<file path="src/rtl/pipe_sequencer.sv">
// pipe_sequencer: in-order issue pipeline with clock-enable divider,
// RAW hazard interlock, external stall, partial flush and hazard counter.
//
// Ports:
//   clk, rst_n          system clock, async active-low reset
//   clk_enable          divider tick; stage registers move only on it
//   issue_*             offered instruction payload, registers and handshake
//   ext_stall, flush    freeze all stages / kill FLUSH_STAGE youngest stages
//   stage_valid, stage_mc/data/pc   per-stage state, stage k at [k*W +: W]
//   hazard, hazard_cycles           RAW interlock and saturating lost-tick count
module pipe_sequencer #(
   parameter int STAGES      = 4,
   parameter int MC_W        = 25,
   parameter int DATA_W      = 25,
   parameter int PC_W        = 30,
   parameter int RA_W        = 5,
   parameter int CE_DIV      = 2,
   parameter int FLUSH_STAGE = 2
) (
   input  logic                     clk,
   input  logic                     rst_n,
   output logic                     clk_enable,
   input  logic                     issue_valid,
   output logic                     issue_ready,
   input  logic [MC_W-1:0]          issue_mc,
   input  logic [DATA_W-1:0]        issue_data,
   input  logic [PC_W-1:0]          issue_pc,
   input  logic [RA_W-1:0]          issue_rs1,
   input  logic [RA_W-1:0]          issue_rs2,
   input  logic [RA_W-1:0]          issue_rd,
   input  logic [1:0]               issue_rs_use,
   input  logic                     issue_rd_we,
   input  logic                     ext_stall,
   input  logic                     flush,
   output logic [STAGES-1:0]        stage_valid,
   output logic [STAGES*MC_W-1:0]   stage_mc,
   output logic [STAGES*DATA_W-1:0] stage_data,
   output logic [STAGES*PC_W-1:0]   stage_pc,
   output logic                     hazard,
   output logic [15:0]              hazard_cycles
);

   localparam int CW = 5;
   localparam logic [CW-1:0] DIV_MAX = CW'(CE_DIV - 1);

   typedef struct packed {
      logic [MC_W-1:0]   mc;
      logic [DATA_W-1:0] data;
      logic [PC_W-1:0]   pc;
      logic [RA_W-1:0]   rd;
      logic              rd_we;
   } slot_t;

   logic [CW-1:0]           div_cnt;
   logic                    tick;
   logic                    hz;
   logic                    fire;
   logic [15:0]             hz_cnt;
   logic [STAGES-1:0]       vld;
   logic [STAGES-1:0]       nxt_vld;
   slot_t [STAGES-1:0]      slot;
   slot_t [STAGES-1:0]      nxt_slot;
   slot_t                   new_slot;

   always_ff @(posedge clk or negedge rst_n) begin
      if (!rst_n) begin
         div_cnt <= '0;
      end else if (div_cnt == DIV_MAX) begin
         div_cnt <= '0;
      end else begin
         div_cnt <= div_cnt + 1'b1;
      end
   end

   assign tick       = (div_cnt == DIV_MAX);
   assign clk_enable = tick;

   // Writeback stage is excluded: its result is visible to the reader.
   always_comb begin
      hz = 1'b0;
      for (int k = 0; k < STAGES - 1; k++) begin
         if (vld[k] && slot[k].rd_we && (slot[k].rd != '0)) begin
            if (issue_rs_use[0] && (issue_rs1 == slot[k].rd)) hz = 1'b1;
            if (issue_rs_use[1] && (issue_rs2 == slot[k].rd)) hz = 1'b1;
         end
      end
   end

   assign hazard      = hz;
   assign issue_ready = tick & ~hz & ~ext_stall & ~flush;
   assign fire        = issue_valid & issue_ready;

   always_comb begin
      new_slot       = '0;
      new_slot.mc    = issue_mc;
      new_slot.data  = issue_data;
      new_slot.pc    = issue_pc;
      new_slot.rd    = issue_rd;
      new_slot.rd_we = issue_rd_we;
   end

   // Killed stages become bubbles even under stall; a stage fed from a
   // killed stage also receives a bubble.
   always_comb begin
      nxt_vld  = vld;
      nxt_slot = slot;
      for (int k = 0; k < STAGES; k++) begin
         if (flush && (k < FLUSH_STAGE)) begin
            nxt_vld[k]  = 1'b0;
            nxt_slot[k] = '0;
         end else if (ext_stall) begin
            nxt_vld[k]  = vld[k];
            nxt_slot[k] = slot[k];
         end else if (k == 0) begin
            nxt_vld[k]  = fire;
            nxt_slot[k] = fire ? new_slot : '0;
         end else if (flush && ((k - 1) < FLUSH_STAGE)) begin
            nxt_vld[k]  = 1'b0;
            nxt_slot[k] = '0;
         end else begin
            nxt_vld[k]  = vld[k-1];
            nxt_slot[k] = slot[k-1];
         end
      end
   end

   always_ff @(posedge clk or negedge rst_n) begin
      if (!rst_n) begin
         vld  <= '0;
         slot <= '0;
      end else if (tick) begin
         vld  <= nxt_vld;
         slot <= nxt_slot;
      end
   end

   always_ff @(posedge clk or negedge rst_n) begin
      if (!rst_n) begin
         hz_cnt <= '0;
      end else if (tick && issue_valid && hz && !ext_stall && !flush
                   && (hz_cnt != 16'hFFFF)) begin
         hz_cnt <= hz_cnt + 16'd1;
      end
   end

   assign hazard_cycles = hz_cnt;
   assign stage_valid   = vld;

   for (genvar g = 0; g < STAGES; g++) begin : g_out
      assign stage_mc[g*MC_W +: MC_W]       = slot[g].mc;
      assign stage_data[g*DATA_W +: DATA_W] = slot[g].data;
      assign stage_pc[g*PC_W +: PC_W]       = slot[g].pc;
   end

endmodule

</file>
<file path="config.mk">
export PLATFORM = sky130hd
export DESIGN_NAME = pipe_sequencer
export DESIGN_NICKNAME = d
export VERILOG_FILES = /design/src/rtl/pipe_sequencer.sv
export SDC_FILE = /design/constraint.sdc
export NUM_CORES = 1
export LEC_CHECK = 0
export BUFFER_PORTS_ARGS = -buffer_cell sky130_fd_sc_hd__buf_2
export CAP_MARGIN = 20
export CORE_MARGIN = 5
export CORE_UTILIZATION = 40
export DETAILED_ROUTE_END_ITERATION = 6
export GPL_TIMING_DRIVEN = 0
export PLACE_DENSITY_LB_ADDON = 0.12
export REMOVE_ABC_BUFFERS = 1
export SYNTH_ARGS = -nofsm -noshare
export SYNTH_HDL_FRONTEND = slang
export SYNTH_SLANG_ARGS = --single-unit
</file>
<file path="constraint.sdc">
create_clock -name clk -period 5.8 [get_ports clk]
set_input_delay 0.29 -clock clk [delete_from_list [all_inputs] [get_ports clk]]
set_output_delay 0.29 -clock clk [all_outputs]
set_load 0.05 [all_outputs]
</file>
# ---- After elaboration in Yosys (flattened, before gate mapping)
# Index checks and enable logic that the tools add are counted.
dict set report totals {
  ff_bits 363
  inputBits 103
  output_inout_bits 343
  wordCells 85
}
dict set report op_classes {
  n_addsub 2
  n_eq_ne 9
  n_mux 21
  bitwise_logic 7
  reduce_logical 24
}
# operator n
set ops {}
lappend ops {{two-way mux 86 bit} 6}
lappend ops {{== test 5 bit} 6}
lappend ops {{logical AND 1 bit} 17}
lappend ops {{adder 16 x 1 -> 16 bit (second input constant)} 1}
lappend ops {{!= test 16 bit (second input constant)} 1}
lappend ops {{nonzero test 5 bit} 3}
lappend ops {{two-way mux 1 bit} 14}
lappend ops {{adder 5 x 1 -> 5 bit (second input constant)} 1}
lappend ops {{== test 5 x 1 -> 1 bit (second input constant)} 1}
lappend ops {{two-way mux 5 bit} 1}
lappend ops {{bitwise AND 1 bit} 4}
lappend ops {{AND reduction 2 bit} 2}
lappend ops {{inverter 1 bit} 3}
lappend ops {{logical NOT 1 bit} 2}
lappend ops {{!= test 2 x 1 -> 1 bit (second input constant)} 1}

# ---- Depth between registers and ports, before layout
# Gate-level depths: netlist of the first run.
dict set report depth {
  depth_word 19
  ltp_mapped 10
  ltp_nobuf 9
}

# ---- Least setup slack after synthesis of the first run
# OpenSTA, ideal clock, no wires.
dict set report synth_timing {
  path_type {reg2out}
  start {register div_cnt[1]}
  end {output issue_ready}
  t_arrival_ps 3016
  t_required_ps 5510
  setup_slack_ps 2494
  path_stages_with_launch 8
  n_path_buf 2
  cell_sequence {dfrtp_1 inv_1 ha_1 nor4b_4 nand2_2 clkbuf_1 clkbuf_1 nor3_1}
}
dict set report synth_via {
  elab_chain_len 4
}
# element line_no
set synth_rtl {}
lappend synth_rtl {{start: declaration} 54} ;# logic [CW-1:0] div_cnt;
lappend synth_rtl {{start signal: assignment} 71} ;# div_cnt <= div_cnt + 1'b1;
lappend synth_rtl {{== test 5 x 1 -> 1 bit} 75} ;# assign tick = (div_cnt == DIV_MAX);
lappend synth_rtl {{net clk_enable} 22} ;# output logic clk_enable,
lappend synth_rtl {{bitwise AND 1 bit (3 in series)} 90} ;# assign issue_ready = tick & ~hz & ~ext_stall & ~flush;
lappend synth_rtl {{end: declaration} 24} ;# output logic issue_ready,
# The timed path passes the listed nets, and every way through them passes these cells.

# ---- Final worst setup path of the first run
dict set report layout_timing {
  start {register div_cnt[1]}
  end {register hz_cnt[1], in the netlist hazard_cycles[1]}
}
dict set report layout_via {
  elab_chain_len 6
}
# element line_no
set layout_rtl {}
lappend layout_rtl {{== test 5 x 1 -> 1 bit} 75}
lappend layout_rtl {{logical AND 1 bit (4 in series)} 140} ;# end else if (tick && issue_valid && hz && !ext_stall && !flush
lappend layout_rtl {{logical AND 1 bit} 141} ;# && (hz_cnt != 16'hFFFF)) begin
lappend layout_rtl {{end signal: assignment} 142} ;# hz_cnt <= hz_cnt + 16'd1;
lappend layout_rtl {{end: declaration} 58} ;# logic [15:0] hz_cnt;
# No other way between the ends.
# A chain may end at the register's enable or synchronous reset.

==> run metrics, run 1 <==
largest net degree at the start of global routing 118; Vias/cell 4.897; Routed Antenna Nets 0; Total Routed Length 45.68 mm; Critical-path top delay cell nor2_4; DR WL/cell 19.68 um; maximum fanout along the worst path 79; nets 1864; slew margin rel. 0.3618; sequential share of power 0.449; Cell Count, Final, Fillers Out 2321; Post-synth EDFFs 0; final worst setup slack 2028 ps; cts repair resizes 0; post-DP HPWL 30.52 mm; CTS Sinks 363; Inst Count DP 2159; fill count 3871; Crit Path Class reg2reg; Port Buffers 445; worst path cell trace inv_1, ha_1, nor4b_4, nand2_8, nor2_4, nand2_2, a31oi_4, nand2_1, mux2_1; largest cells by area after synthesis dfrtp_1, buf_4, nand2_1, a22o_1, nand3b_1; via count 11.37k; CP arrival 4190 ps; Vert. Die Dim 213.3 um; ys async rst share 1.000; Post-Syn Instances 1571; row cnt 74; GR Overflow Total 0; f_max 265.1 MHz; Slew @ Worst Pin 955.0 ps; Die X 213.3 um; H-Tree Depth 2; Tmin final 3772 ps; Most Used Layer, Global Route met2; Yosys cell types 34; postcts setup bufs 0; Ports 446; status finished clean; fin. max-slew vios 0; crit-path leading delay family simple AND/OR/NAND/NOR gates; core area 0.04083 mm2; DRC viols 0; register area share after synthesis 0.5493; Top FF cell, synth dfrtp_1; Syn Std Cell Area 0.01654 mm2; Final Hold Vio Count 0; Total GRT Usage 0.1955; GR Util met1 0.2553; Critical Path Source Type flip-flop; initial core utilization 0.4050; CTS root buffer clkbuf_16; most numerous cell in the Yosys netlist nand2_1; Area Overhead vs Synth 17.08%; CTS Buffer Depth 3; first-pass GRT wire length 70.10 mm; clock latency at the later pin of the worst-skew pair 560 ps; worst slack, placed 1961 ps; Max Cap Viol 0; DR pass1 iterations 5; Iter 0 DRT Violations 674; Pwr Total 0.005857 W; RSZ-0062 raised after global routing false; layout cells sized above 1 0.3007; worst path bufs/invs 1; CTS tree done; Logic pwr share 0.100; Fin Clk Skew 21.73 ps; placer congestion estimate 0.7766; final period utilization 0.6503; flop and latch count out of synthesis 363; TritonCTS Buffers 42; most frequent cells after synthesis nand2_1, dfrtp_1, buf_4; Worst-path clk slew 50 ps; post-layout util 0.4742; Hold Crit Class in2reg; CP endpoint kind flip-flop; YS warnings 0; Leak 10.92 nW; routing usage on met2 0.3123; vias in the first global route 11.56k; # hold bufs at CTS 87; Net Sw Frac 0.2568; die area 0.04551 mm2; Synth area leader dfrtp_1; diodes inserted 0; top cell type's share of synthesized area 0.5493; initial antenna violation count 0; clock power share 0.451; P_int 0.004353 W; Worst VDD drop 185.6 uV; # setup viols final 0; WP data required 6220 ps; PD cells 302.5 mW/mm2; Critical Path Max Stage Delay 900 ps; M3 GR Usage 0.06920; Syn Area/Cell 10.53 um2; switching power 0.001504 W
[registers in the layout, summed over array words and instances (netlist names)]
signal	cells
div_cnt	5
hazard_cycles	16
slot	18
stage_data	100
stage_valid	4
stage_pc	120
stage_mc	100
[logic make-up after synthesis]
logic type	synth area share
muxes	0.001362
adders and majority gates	0.002270
buffers and inverters	0.1682
and+or+nand+nor	0.1574
AOI/OAI and AO/OA	0.09654
xor gates and xnor gates	0.02489
DFF	0.5493
[routing by layer]
| layer | vias to the layer above | wire [um] |
|---|---|---|
| li1 | 5306 | - |
| met1 | 5657 | 19010 |
| met2 | 328 | 21580 |
| met3 | 75 | 3846 |
| met4 | 0 | 1234 |
| met5 | - | 0 |
[placed cells by master, fill, tap and decap left out, drive strengths merged, types with 4 or more instances in the layout]
cell / instances
clkinv: 6
nand3: 16
clkbuf: 65
nor2: 6
xnor2: 23
dlygate4sd3: 87
a21o: 4
xor2: 24
buf: 463
and3: 9
nor4: 6
a22o: 173
dfrtp: 363
nand3b: 88
nand2: 421
nand4: 9
[worst min-delay path: cells and delay by family]
kind                      cells  cell delay, ps
buffers and inverters         1             110
xor gates and xnor gates      1              60
AOI/OAI and AO/OA             1             100
and+or+nand+nor               2             190
[stage by stage]
step	hold slack (ps)	cell area (um2)	setup TNS (ps)
2_1_floorplan	-5.591	13760	-751900
3_3_place_gp	453.0	16660	-3563510
3_5_place_dp	267.8	17120	0
4_1_cts	211.0	19360	0
5_1_grt	255.3	19360	0
6_report	251.1	19360	0
[area by class of cell]
| type | instances | area (um2) | area share |
|---|---|---|---|
| multi-input combinational | 799 | 4700 | 0.2427 |
| clock inverter | 10 | 106.4 | 0.005493 |
| timing repair buffer | 550 | 3531 | 0.1824 |
| tap | 532 | 665.6 | 0.03438 |
| sequential | 363 | 9084 | 0.4691 |
| inverter | 2 | 7.507 | 0.0003877 |
| clock buffer | 65 | 1269 | 0.06553 |
[power groups by stage]
stage / clock network (W) / registers (W) / logic, W
after floorplan: 0 / 0.00284 / 0.000121
after global placement: 0 / 0.00268 / 0.000519
after detailed placement: 0 / 0.00268 / 0.000548
after CTS: 0.00272 / 0.00263 / 0.000596
after global routing: 0.00282 / 0.00264 / 0.000629
final: 0.00264 / 0.00263 / 0.000586
[final timing paths]
kind / startpoint / endpoint / slack [ps] / cells after the start
setup / recovery: div_cnt[1]$_DFF_PN0_ / hazard_cycles[1]$_DFFE_PN0P_ / 2030 / 9
hold / removal: issue_valid / hazard_cycles[5]$_DFFE_PN0P_ / 250 / 5
setup reg to reg: div_cnt[1]$_DFF_PN0_ / hazard_cycles[1]$_DFFE_PN0P_ / 2030 / 9
hold reg to reg: stage_pc[96]$_DFFE_PN0P_ / stage_pc[96]$_DFFE_PN0P_ / 460 / 2
max in group asynchronous: rst_n / stage_pc[104]$_DFFE_PN0P_ / 4140 / 4
min in group asynchronous: rst_n / div_cnt[0]$_DFF_PN0_ / 270 / 2
Power figures use the tool's default switching activity.
==> inputs of run 2 (changes only) <==
clock period = 3.8 ns   (was 5.8 ns; I/O delays follow)
==> run 2 against run 1 <==
Die area unchanged. Utilization up 0.070 points. Sequential share of layout area decreased by 0.070 points. Largest power group unchanged.
==> run metrics, run 2 (same netlist as run 1, synthesis figures left out) <==
status finished clean; initial antenna violation count 0; Slew @ Worst Pin 831.1 ps; initial core utilization 0.4050; Critical Path Source Type flip-flop; most frequent cells in the layout buf_2, nand2_1, dfrtp_1, a22o_1, nand3b_1; via count 11.40k; final period utilization 0.8333; PD cells 461.1 mW/mm2; GR Overflow Total 0; TritonCTS Buffers 42; Vias/cell 4.902; die area 0.04551 mm2; Crit Path Class reg2out; metal1 wirelength 19.13 mm; Ports 446; Area Overhead vs Synth 17.26%; Hold Crit Class in2reg; cts repair resizes 0; CTS Buffer Depth 3; worst slack, placed -38.98 ps; highest routed layer met4; Worst-path clk slew 50 ps; Die X 213.3 um; Port Buffers 445; Tmin final 3166 ps; met3 wire len 3.861 mm; commonest non-fill, non-tap cell in the layout buf_2; RSZ-0062 raised after global routing false; Fin Clk Skew 21.20 ps; Routed Antenna Nets 0; Vert. Die Dim 213.3 um; CP endpoint kind output pin; CP arrival 2980 ps; layout cells sized above 1 0.3023; slew margin rel. 0.4453; Critical Path Max Stage Delay 550 ps; largest net degree at the start of global routing 118; DR WL/cell 19.79 um; # setup viols final 0; f_max 315.8 MHz; CTS root buffer clkbuf_16; Total Routed Length 46.00 mm; DR pass1 iterations 5; first-pass GRT wire length 70.39 mm; Final Hold Vio Count 0; worst path cell trace inv_1, ha_1, nor4b_4, nand2_8, buf_16, nor3_1, buf_2; vias in the first global route 11.58k; Max Cap Viol 0; final worst setup slack 633.5 ps; maximum fanout along the worst path 92; post-layout util 0.4749; worst path bufs/invs 3; fin. max-slew vios 0; CTS tree done; clock latency at the later pin of the worst-skew pair 560 ps; WP data required 3610 ps; Leak 10.94 nW; core area 0.04083 mm2; placer congestion estimate 0.7766; crit-path leading delay family simple AND/OR/NAND/NOR gates; Iter 0 DRT Violations 723; CTS Sinks 363; Critical-path top delay cell nor4b_4; H-Tree Depth 2; post-DP HPWL 30.52 mm; Total GRT Usage 0.1966; diodes inserted 0; max reg flops 120; Worst VDD drop 282.2 uV; routed wl met2 21.79 mm; row cnt 74; DRC viols 0; nets 1868
-- run 2: final cells by class --
cell class	count	area (um2)
Multi-Input combinational cell	800	4706
Clock buffer	65	1269
Fill cell	3869	21440
Sequential cell	363	9084
Inverter	2	7.507
Timing Repair Buffer	553	3553
Tap cell	532	665.6
Clock inverter	10	106.4
-- run 2: worst paths after layout --
path,startpoint,to,slack (ps),depth (start not counted)
max reg2reg,div_cnt[1]$_DFF_PN0_,hazard_cycles[1]$_DFFE_PN0P_,680,9
max,div_cnt[1]$_DFF_PN0_,issue_ready,630,7
min reg2reg,stage_pc[96]$_DFFE_PN0P_,stage_pc[96]$_DFFE_PN0P_,460,2
min,issue_valid,hazard_cycles[5]$_DFFE_PN0P_,150,5
min in group asynchronous,rst_n,div_cnt[0]$_DFF_PN0_,170,2
max in group asynchronous,rst_n,stage_pc[104]$_DFFE_PN0P_,2250,4
-- run 2: metrics by stage --
step / std cells / setup TNS [ps] / total power, W / instance area (um2) / hold WS, ps
after floorplan: 1164 / -1225050 / 0.004523 / 13760 / -105.6
after global placement: 2141 / -4952390 / 0.004877 / 16660 / 413.6
after detailed placement: 2159 / -56.67 / 0.004921 / 17120 / 167.8
after CTS: 2322 / 0 / 0.009080 / 19370 / 111.0
after global routing: 2325 / 0 / 0.009294 / 19390 / 155.3
final: 2325 / 0 / 0.008942 / 19390 / 151.4
-- run 2: worst min-delay path, delay by kind of cell --
kind / cells / cell delay [ps]
AND/OR/NAND/NOR: 2 / 190
buffers and inverters: 1 / 110
AO/OA/AOI/OAI: 1 / 100
XOR/XNOR: 1 / 60
-- run 2: routing by layer --
layer,vias up,global-route usage
met1,5671,0.2562
li1,5313,-
met5,-,0
met4,0,0.05329
met2,339,0.3153
met3,73,0.06920
-- run 2: what timing repair did --
action	4_1_cts	5_1_grt
endpoints found under the setup margin	2	2
gates cloned	1	0
hold endpoints to repair	147	0
hold buffers	87	0
pin swaps	1	1
buffers inserted	0	3
-- run 2: report_power, final --
| group | switching, W | internal [W] | leakage (nW) | total (W) |
|---|---|---|---|---|
| sequential | 0.0000696 | 0.00395 | 5.02 | 0.00402 |
| clock | 0.00160 | 0.00243 | 0.678 | 0.00403 |
| combinational | 0.000625 | 0.000274 | 5.24 | 0.000899 |
==> inputs of run 3 (changes only) <==
ABC_AREA = 1   (was not set)
clock period = 2.78 ns   (was 3.8 ns; I/O delays follow)
==> run 3 against run 2 <==
Worst hold slack got worse by 60 ps. Cell area up 2.6%. Sequential power grew 36%. Critical path depth up 4. Synthesized area is 3.2% higher. First-iteration DRC count is 26% higher. Die area up 3.0%. Clock power up 26%.
==> run metrics, run 3 <==
status finished clean; CTS root buffer clkbuf_16; RSZ-0062 raised after global routing false; Die X 216.5 um; CTS tree done; Syn Area/Cell 9.077 um2; first-pass GRT wire length 79.58 mm; CP endpoint kind flip-flop; post-synthesis compound-gate area fraction 0.1205; Worst VDD drop 407.5 uV; Crit Path Class reg2reg; Ports 446; Yosys cell types 28; Routed Antenna Nets 0; layout cells sized above 1 0.2718; DR WL/cell 19.78 um; Worst Hold Slack 90.93 ps; initial core utilization 0.4059; DRC viols 0; switching power 0.003161 W; final period utilization 0.9434; Area Overhead vs Synth 16.63%; # setup viols final 0; main combinational cell family by area after synthesis buffers and inverters; core area 0.04204 mm2; PD cells 598.6 mW/mm2; post-DP HPWL 31.89 mm; largest net degree at the start of global routing 119; Setup crit start div_cnt[1]$_DFF_PN0_; ys async rst share 1.000; Logic pwr share 0.114; final worst setup slack 157.5 ps; Final Hold Vio Count 0; diodes inserted 0; max reg flops 120; via count 12.71k; largest cells by area after synthesis dfrtp_1, buf_4, inv_1, o21ai_0, nand2_1; Fin Clk Skew 19.80 ps; f_max 381.3 MHz; CTS Sinks 363; Total Routed Length 52.23 mm; most frequent cells in the layout buf_2, dfrtp_1, inv_1, nand2_1, o21ai_0; sequential share of power 0.459; commonest non-fill, non-tap cell in the layout buf_2; GR Overflow Total 0; register area share after synthesis 0.5323; clock latency at the later pin of the worst-skew pair 550 ps; mux cell area share after synthesis 0; Post-synth EDFFs 0; P_int 0.008752 W; CTS Buffer Depth 3; slew margin rel. 0.3585; Iter 0 DRT Violations 914; YS warnings 0; nets 2185; Tmin final 2623 ps; DR pass1 iterations 7; setup slack, reg-to-reg 160 ps; Slew @ Worst Pin 961.3 ps; post-layout util 0.4734; Synth Area in XOR/XNOR 0.002053; Max Cap Viol 0; most numerous cell in the Yosys netlist dfrtp_1; Hold Crit Class in2async; Synth area leader dfrtp_1; initial antenna violation count 0; adder-cell share of the synthesized area 0.002200; vias in the first global route 13.21k; H-Tree Depth 2; flop and latch count out of synthesis 363; Top FF cell, synth dfrtp_1; row cnt 75; simple-gate share of the synthesized area 0.1075; Port Buffers 445; CP arrival 3040 ps; top cell type's share of synthesized area 0.5323; Total GRT Usage 0.2158; worst reg2reg startpoint div_cnt[1]$_DFF_PN0_; Pwr Total 0.01191 W; most frequent cells after synthesis dfrtp_1, buf_4, inv_1; placer congestion estimate 0.8380; Leak 10.47 nW; Net Sw Frac 0.2653; worst slack, placed -1456 ps; Vert. Die Dim 216.5 um; TritonCTS Buffers 41; WP data required 3200 ps; maximum fanout along the worst path 65; die area 0.04689 mm2; Post-Syn Instances 1880; fin. max-slew vios 0; Syn Std Cell Area 0.01706 mm2; clock power share 0.427; Critical Path Source Type flip-flop; Vias/cell 4.813; Worst-path clk slew 60 ps
run 3: cell count changes after synthesis, moves of 20 or more:
cell | previous run | this run
nand3b_1 | 88 | 1
xor2_1 | 24 | 1
nand3_1 | 15 | 98
o22ai_1 | 0 | 108
o21ai_0 | 1 | 207
clkbuf_1 | 66 | 44
buf_2 | 9 | 34
inv_1 | 2 | 320
nand2_1 | 419 | 270
nor2_1 | 4 | 39
a22o_1 | 173 | 0
xnor2_1 | 23 | 3
run 3: path summary, 6_finish.rpt:
check,end,cells past startpoint
min reg2reg,stage_data[96]$_DFFE_PN0P_,2
max in group asynchronous,stage_pc[117]$_DFFE_PN0P_,4
max reg2reg,stage_data[84]$_DFFE_PN0P_,11
max,stage_data[84]$_DFFE_PN0P_,11
min in group clk,stage_mc[42]$_DFFE_PN0P_,4
min,stage_mc[59]$_DFFE_PN0P_,2
run 3: final cells by class:
type / instances / area (um2)
multi-input combinational: 794 / 4095
clock buffer: 60 / 1169
sequential: 363 / 9084
tap: 539 / 674.4
fill: 4073 / 22140
timing repair buffer: 556 / 3588
inverter: 323 / 1225
clock inverter: 5 / 66.31
run 3: repair_timing:
item / 4_1_cts / 5_1_grt
cloned: 6 / 3
gates resized for setup: 11 / 4
hold buffers: 87 / 0
hold endpoints to repair: 222 / 0
setup endpoints to repair: 351 / 96
pin swaps: 5 / 1
setup buffers: 8 / 0
run 3: cell families (layout without fill, tap and decap cells):
logic type	count (synthesis)	after routing
buffers and inverters	729	944
AND/OR/NAND/NOR	434	440
flip-flops	363	363
AO/OA/AOI/OAI	347	347
XOR/XNOR	4	4
adder cells (fa/ha/maj)	3	3
run 3: per-stage QoR:
stage	instances	setup TNS, ps	instance area (um2)
after floorplan	1474	-1458800	14260
after global placement	2458	-6614940	17160
after detailed placement	2472	-161590	17540
after CTS	2638	0	19850
after global routing	2640	0	19900
final	2640	0	19900
run 3: power by group through the flow:
stage	sequential [W]	combinational, W	clock, W
finish	0.00547	0.00136	0.00508
global route	0.00548	0.00147	0.00547
CTS	0.00547	0.00136	0.00525
detailed placement	0.00556	0.00121	0
global placement	0.00556	0.00116	0
floorplan	0.00593	0.000296	0
run 3: critical path: stages, from the launching register on:
cell,delay [ps]
dfrtp_1,390
inv_1,60
ha_1,160
nand3_2,170
nor2_4,180
buf_8,210
buf_16,230
buf_16,280
inv_8,200
clkbuf_16,280
nand2_1,80
o21ai_0,80
run 3: routing by layer:
layer  GRT usage  up-vias  share of wire  wire, um
met4     0.06636        0          0.026      1362
met3     0.06475       73          0.083      4315
li1            -     6003              -         -
met5           0        -              0         0
met1      0.2812     6225           0.42     22140
met2      0.3492      405           0.47     24400
